`src/rtl/logic_op_scheduler.sv`:
```
// logic_op_scheduler: two requesters share one bitwise logic unit.
// Round-robin arbitration in IDLE, one EXEC cycle, then a held RESP
// until the consumer takes the result.
module logic_op_scheduler #(
  parameter int WIDTH = 16
) (
  input  logic           clk,
  input  logic           reset,
  input  logic           req0_valid,
  output logic           req0_ready,
  input  logic [1:0]     req0_op,
  input  logic [WIDTH:1] req0_a,
  input  logic [WIDTH:1] req0_b,
  input  logic           req1_valid,
  output logic           req1_ready,
  input  logic [1:0]     req1_op,
  input  logic [WIDTH:1] req1_a,
  input  logic [WIDTH:1] req1_b,
  output logic           rsp_valid,
  output logic           rsp_id,
  output logic [WIDTH:1] rsp_data,
  input  logic           rsp_ready,
  output logic           busy
);

  typedef enum logic [1:0] {
    IDLE = 2'd0,
    EXEC = 2'd1,
    RESP = 2'd2
  } state_t;

  state_t         state;
  logic           last_grant;
  logic [1:0]     op_q;
  logic [WIDTH:1] a_q;
  logic [WIDTH:1] b_q;
  logic           id_q;

  logic           grant0;
  logic           grant1;
  logic [WIDTH:1] unit_y;

  // Round-robin grant: a lone requester always wins; on contention the
  // requester that did not win last time gets the slot.
  always_comb begin
    grant0 = 1'b0;
    grant1 = 1'b0;
    if (state == IDLE) begin
      if (req0_valid && req1_valid) begin
        grant0 = last_grant;
        grant1 = ~last_grant;
      end else begin
        grant0 = req0_valid;
        grant1 = req1_valid;
      end
    end
  end

  assign req0_ready = grant0;
  assign req1_ready = grant1;

  // Shared logic unit, fed only from latched operands so no request input
  // reaches the response path combinationally.
  always_comb begin
    unit_y = '0;
    unique case (op_q)
      2'b00:   unit_y = a_q & b_q;
      2'b01:   unit_y = a_q | b_q;
      2'b10:   unit_y = a_q ^ b_q;
      default: unit_y = ~a_q;
    endcase
  end

  // Scheduler FSM with registered response and busy outputs.
  always_ff @(posedge clk or posedge reset) begin
    if (reset) begin
      state      <= IDLE;
      last_grant <= 1'b1;
      op_q       <= '0;
      a_q        <= '0;
      b_q        <= '0;
      id_q       <= 1'b0;
      rsp_valid  <= 1'b0;
      rsp_id     <= 1'b0;
      rsp_data   <= '0;
      busy       <= 1'b0;
    end else begin
      unique case (state)
        IDLE: begin
          if (grant0) begin
            op_q       <= req0_op;
            a_q        <= req0_a;
            b_q        <= req0_b;
            id_q       <= 1'b0;
            last_grant <= 1'b0;
            busy       <= 1'b1;
            state      <= EXEC;
          end else if (grant1) begin
            op_q       <= req1_op;
            a_q        <= req1_a;
            b_q        <= req1_b;
            id_q       <= 1'b1;
            last_grant <= 1'b1;
            busy       <= 1'b1;
            state      <= EXEC;
          end
        end
        EXEC: begin
          rsp_data  <= unit_y;
          rsp_id    <= id_q;
          rsp_valid <= 1'b1;
          state     <= RESP;
        end
        RESP: begin
          if (rsp_ready) begin
            rsp_valid <= 1'b0;
            busy      <= 1'b0;
            state     <= IDLE;
          end
        end
        default: begin
          rsp_valid <= 1'b0;
          busy      <= 1'b0;
          state     <= IDLE;
        end
      endcase
    end
  end

endmodule

```
`config.mk`:
```
export PLATFORM = sky130hd
export DESIGN_NAME = logic_op_scheduler
export DESIGN_NICKNAME = d
export VERILOG_FILES = /design/src/rtl/logic_op_scheduler.sv
export SDC_FILE = /design/constraint.sdc
export NUM_CORES = 1
export LEC_CHECK = 0
export CORE_MARGIN = 5
export CORE_UTILIZATION = 44
export DETAILED_ROUTE_END_ITERATION = 7
export PLACE_DENSITY = 0.77
export SYNTH_ARGS = -nofsm -noshare
export SYNTH_HDL_FRONTEND = slang
export SYNTH_SLANG_ARGS = --single-unit
```
`constraint.sdc`:
```
create_clock -name clk -period 1.8 [get_ports clk]
set_input_delay 0.36 -clock clk [delete_from_list [all_inputs] [get_ports clk]]
set_output_delay 0.36 -clock clk [all_outputs]
set_load 0.01 [all_outputs]
```
### Word-level counts from Yosys, hierarchy flattened

Cells that the tools add are included.
W data, S select, Z words.

| cells by class | value |
|---|---|
| bitwise gates (word level) | 7 |
| reductions and logical operators | 8 |
| equal/unequal tests | 6 |
| mux-type cells | 21 |

Operators by type and width:

| cell | number |
|---|---|
| $mux W16 | 4 |
| $pmux W16 S3 | 1 |
| $and A16 B16 Y16 | 1 |
| $not A16 Y16 | 1 |
| $or A16 B16 Y16 | 1 |
| $xor A16 B16 Y16 | 1 |
| $mux W2 | 5 |
| $mux W1 | 8 |
| $pmux W1 S3 | 2 |
| $pmux W2 S3 | 1 |
| $reduce_and A2 Y1 | 3 |
| $eq A2 B1 Y1 const B | 2 |
| $eq A2 B2 Y1 const B | 2 |
| $logic_not A2 Y1 | 2 |
| $ne A3 B3 Y1 const B | 1 |
| $not A1 Y1 | 3 |
| $reduce_and A3 Y1 | 1 |
| $ne A2 B2 Y1 const B | 1 |
| $reduce_bool A2 Y1 | 1 |
| $logic_and A1 B1 Y1 | 1 |

| word-level totals | value |
|---|---|
| word-level logic and storage cells | 52 |
| output and inout port bits | 21 |
| register bits after elaboration | 57 |
| input bits | 73 |

### Depth between registers and ports, before layout

| depth | value |
|---|---|
| depth in word-level cells | 6 |
| gate-level depth with buffers | 6 |
| gate-level depth less buffers | 5 |

### Worst setup path before layout

Ideal clock, no wire load.

| timing path | value |
|---|---|
| path type | register to output |
| start point | register last_grant |
| end point | output port req0_ready |
| cell stages (with the launch flop) | 4 |
| setup slack | 0.120 ns |
| data arrival time | 1.320 ns |
| required time | 1.440 ns |
| buffers on the path | 1 |
| cell sequence | dfstp_2 inv_1 a2111oi_4 buf_6 |

| on the way | value |
|---|---|
| word-level cells in the longest chain between the ends | 2 |

Ends and longest elaborated chain:

| what | RTL line | source |
|---|---|---|
| from (decl) | 33 | `logic last_grant;` |
| from (signal assigned) | 78 | `last_grant <= 1'b1;` |
| from (signal assigned) | 95 | `last_grant <= 1'b0;` |
| from (signal assigned) | 103 | `last_grant <= 1'b1;` |
| $mux W1 | 49 | `if (req0_valid && req1_valid) begin` |
| $mux W1 | 48 | `if (state == IDLE) begin` |
| to (decl) | 10 | `output logic req0_ready,` |

No other way between the ends.

### Final worst setup path

Same ends and word-level chain as after synthesis.

==> metrics.md <==
| Metric | Value |
|---|---|
| Status | `completed` |
| Number of diodes | `0` |
| Post-route cell area | `0.00455 mm^2` |
| # hold bufs at CTS | `0` |
| Slowest CP cell | `dfstp_2` |
| VDD IR max | `0.970 mV` |
| Critical path peak fanout | `2` |
| Gr ovfl total | `0` |
| Largest net degree at the start of global routing | `58` |
| Fmax | `564 MHz` |
| RSZ-0062 raised after global routing | `yes` |
| Max-cap violations | `0` |
| Nets@finish | `525` |
| Crit-path max cell delay | `0.54 ns` |
| Total clock sinks | `57` |
| Sum Neg Setup Slack | `0 ns` |
| CP Launch Point | `last_grant` |
| Largest delay share family, worst path | `flip-flops` |
| Unique masters post-synth | `29` |
| Clock Skew | `0.0137 ns` |
| Pwr dens | `1620 mW/mm^2` |
| CTS clk-pin slew, worst paths | `0.07 ns` |
| Overall Power | `7.35 mW` |
| # rows | `31` |
| WP buf/inv | `2` |
| Dpl ws | `-0.412 ns` |
| Initial Util | `45.6%` |
| First-pass GRT wire length | `14.8 mm` |
| IO buf count | `93` |
| Leakage | `2.07 nW` |
| Via-to-Cell Ratio | `5.36` |
| Max Slew Vio Count | `0` |
| CP Capture Type | `primary output` |
| Setup violators final | `0` |
| Wire length per cell | `16.6 um` |
| Core area | `0.00729 mm^2` |
| DRC viols | `0` |
| H-tree depth | `3` |
| Placer's final routability congestion estimate | `0.722` |
| Die Ht | `97.0 um` |
| Post-DP HPWL | `5.86 mm` |
| Final worst slack | `0.0285 ns` |
| Syn Area/Cell | `10.1 um^2` |
| Type of the worst setup path | `flop to primary output` |
| Slew margin rel. | `51.1%` |
| Hold crit path type | `input pin to async pin` |
| Area grow syn2layout | `36.7%` |
| Critical Path Stages | `3` |
| Yosys Warn Count | `0` |
| CTS tree | `yes` |
| Final Util | `62.4%` |
| Synthesized flop and latch total | `57` |
| Crit path capture | `req0_ready` |
| Clock Tree Buf Depth | `2` |
| Die span in x | `97.0 um` |
| CP Data Arrival Time | `1.41 ns` |
| Post-synthesis sequential area ratio | `42.9%` |
| CTS buffer count | `9` |
| Synthesized area | `0.00333 mm^2` |
| Vias in the first global route | `3037` |
| Clock root cell | `clkbuf_8` |
| I/O pin count | `94` |
| Routed Antenna Nets | `0` |
| Routed wire length | `8.68 mm` |
| DRT iter0 DRCs | `110` |
| Final Hold Fails | `0` |
| Tcrit/Tclk final | `98.4%` |
| TritonRoute pass-1 iters | `4` |
| Via count | `2810` |
| Clock Latency Late Sink | `0.35 ns` |
| Gate Count Post-Synth | `328` |
| Worst EP required | `1.44 ns` |
| Reg-to-Reg Start | `last_grant` |
| R2R setup slack | `0.19 ns` |
| Reg2Reg Capture Point | `a_q[3]` |
| Layout cell share with drive strength beyond 1 | `8.94%` |
| CP Launch Type | `flop` |
| Post-route minimum period | `1.77 ns` |
| R2R cell count | `4` |
| DP Area | `0.00435 mm^2` |
| Full die area | `0.00940 mm^2` |
| Synth Net Count | `433` |
| All-Layer GR Usage | `19.3%` |
| Antenna violations before repair | `0` |
| Worst-path cell chain | `inv_2, a2111oi_4, buf_2` |
| Tightest Pin Transition | `0.733 ns` |
## sequential cells by signal (all words and copies together) (netlist names)
name	cells
rsp_valid	1
id_q	1
rsp_id	1
state	2
last_grant	1
op_q	2
a_q	16
busy	1
b_q	16
rsp_data	16
## power by group
part	switching (mW)	total [mW]	internal (mW)
clock	0.506	1.22	0.711
combinational	1.98	3.79	1.81
sequential	0.414	2.34	1.93
total	2.91	7.35	4.44
## cell usage in the layout, fill, tap and decap left out, types with 2 or more instances in the layout
| master | instances |
|---|---|
| a221o_1 | 34 |
| dfrtp_1 | 53 |
| clkinv_2 | 2 |
| o221ai_1 | 8 |
| buf_12 | 2 |
| or2_1 | 2 |
| clkbuf_1 | 2 |
| o211ai_1 | 8 |
| mux2i_1 | 14 |
| nand2_1 | 30 |
| dfrtp_2 | 3 |
| clkdlybuf4s50_1 | 90 |
| buf_4 | 12 |
| clkbuf_8 | 11 |
| ha_1 | 32 |
| o21ai_0 | 10 |
| inv_2 | 2 |
| a21boi_0 | 2 |
| a211o_1 | 8 |
| o21bai_1 | 2 |
| nor2_1 | 9 |
| inv_1 | 41 |
| a21oi_1 | 33 |
## cell families after synthesis
group	Yosys count	share of synthesized area, %
buf+inv	69	9.66
simple gates	47	6.09
compound gates	109	25.1
fa+ha+maj	32	12.0
mux	14	4.21
flops	57	42.9
## layout make-up
cell class	count	area (um^2)
clock inverters	3	40.0
multi-input cells	202	1580
flip-flops and latches	57	1430
fillers	650	2740
well taps	99	124
repair buffers	107	1050
inverters	43	161
clock buffers	13	159
## Yosys cell counts (all sizes together)
master	number	area, um^2
dfrtp	56	1400
inv	43	161
a221o	34	340
a21oi	33	165
ha	32	400
nand2	30	113
buf	15	119
mux2i	14	140
clkbuf	11	41.3
o21ai	11	55.1
nor2	10	40.0
a211o	8	70.1
o211ai	8	60.1
o221ai	8	70.1
a21boi	2	15.0
o21bai	2	15.0
or2	2	12.5
a2111oi	1	27.5
and2	1	6.26
and3	1	11.3
dfstp	1	26.3
nand2b	1	6.26
nand3b	1	7.51
nor2b	1	6.26
o22a	1	8.76
o2bb2ai	1	8.76
## worst min-delay path, stage by stage
cell	delay, ns
clkdlybuf4s50_1	0.41
inv_2	0.07
buf_12	0.27
## what timing repair did
item / 4_1_cts / 5_1_grt
setup endpoints to repair: 2 / 2
setup buffers: 0 / 1
gates resized for setup: 8 / 2
## metrics by stage
step | cells | hold slack, ns
3_3_place_gp | 507 | 0.472
3_5_place_dp | 507 | 0.490
4_1_cts | 523 | 0.392
2_1_floorplan | 328 | 0.486
5_1_grt | 524 | 0.410
6_report | 524 | 0.378
## worst min path at each step
stage                 startpoint           end  slack, ns  cells after the start
finish                     reset        b_q[1]       0.38                      3
global route               reset        b_q[1]       0.41                      3
CTS                        reset   rsp_data[7]       0.39                      3
detailed placement   rsp_data[1]   rsp_data[1]       0.49                      2
global placement    rsp_data[12]  rsp_data[12]       0.47                      2
floorplan                   id_q        rsp_id       0.49                      2
## metal layers
metal	global-route usage [%]	up-vias	share of wire, %
met5	0	-	0
met4	5.83	0	0.86
met3	5.61	8	6.0
met2	32.9	91	51
met1	23.4	1352	42
li1	-	1359	-
Note: power is estimated with default switching activity, not from simulation.
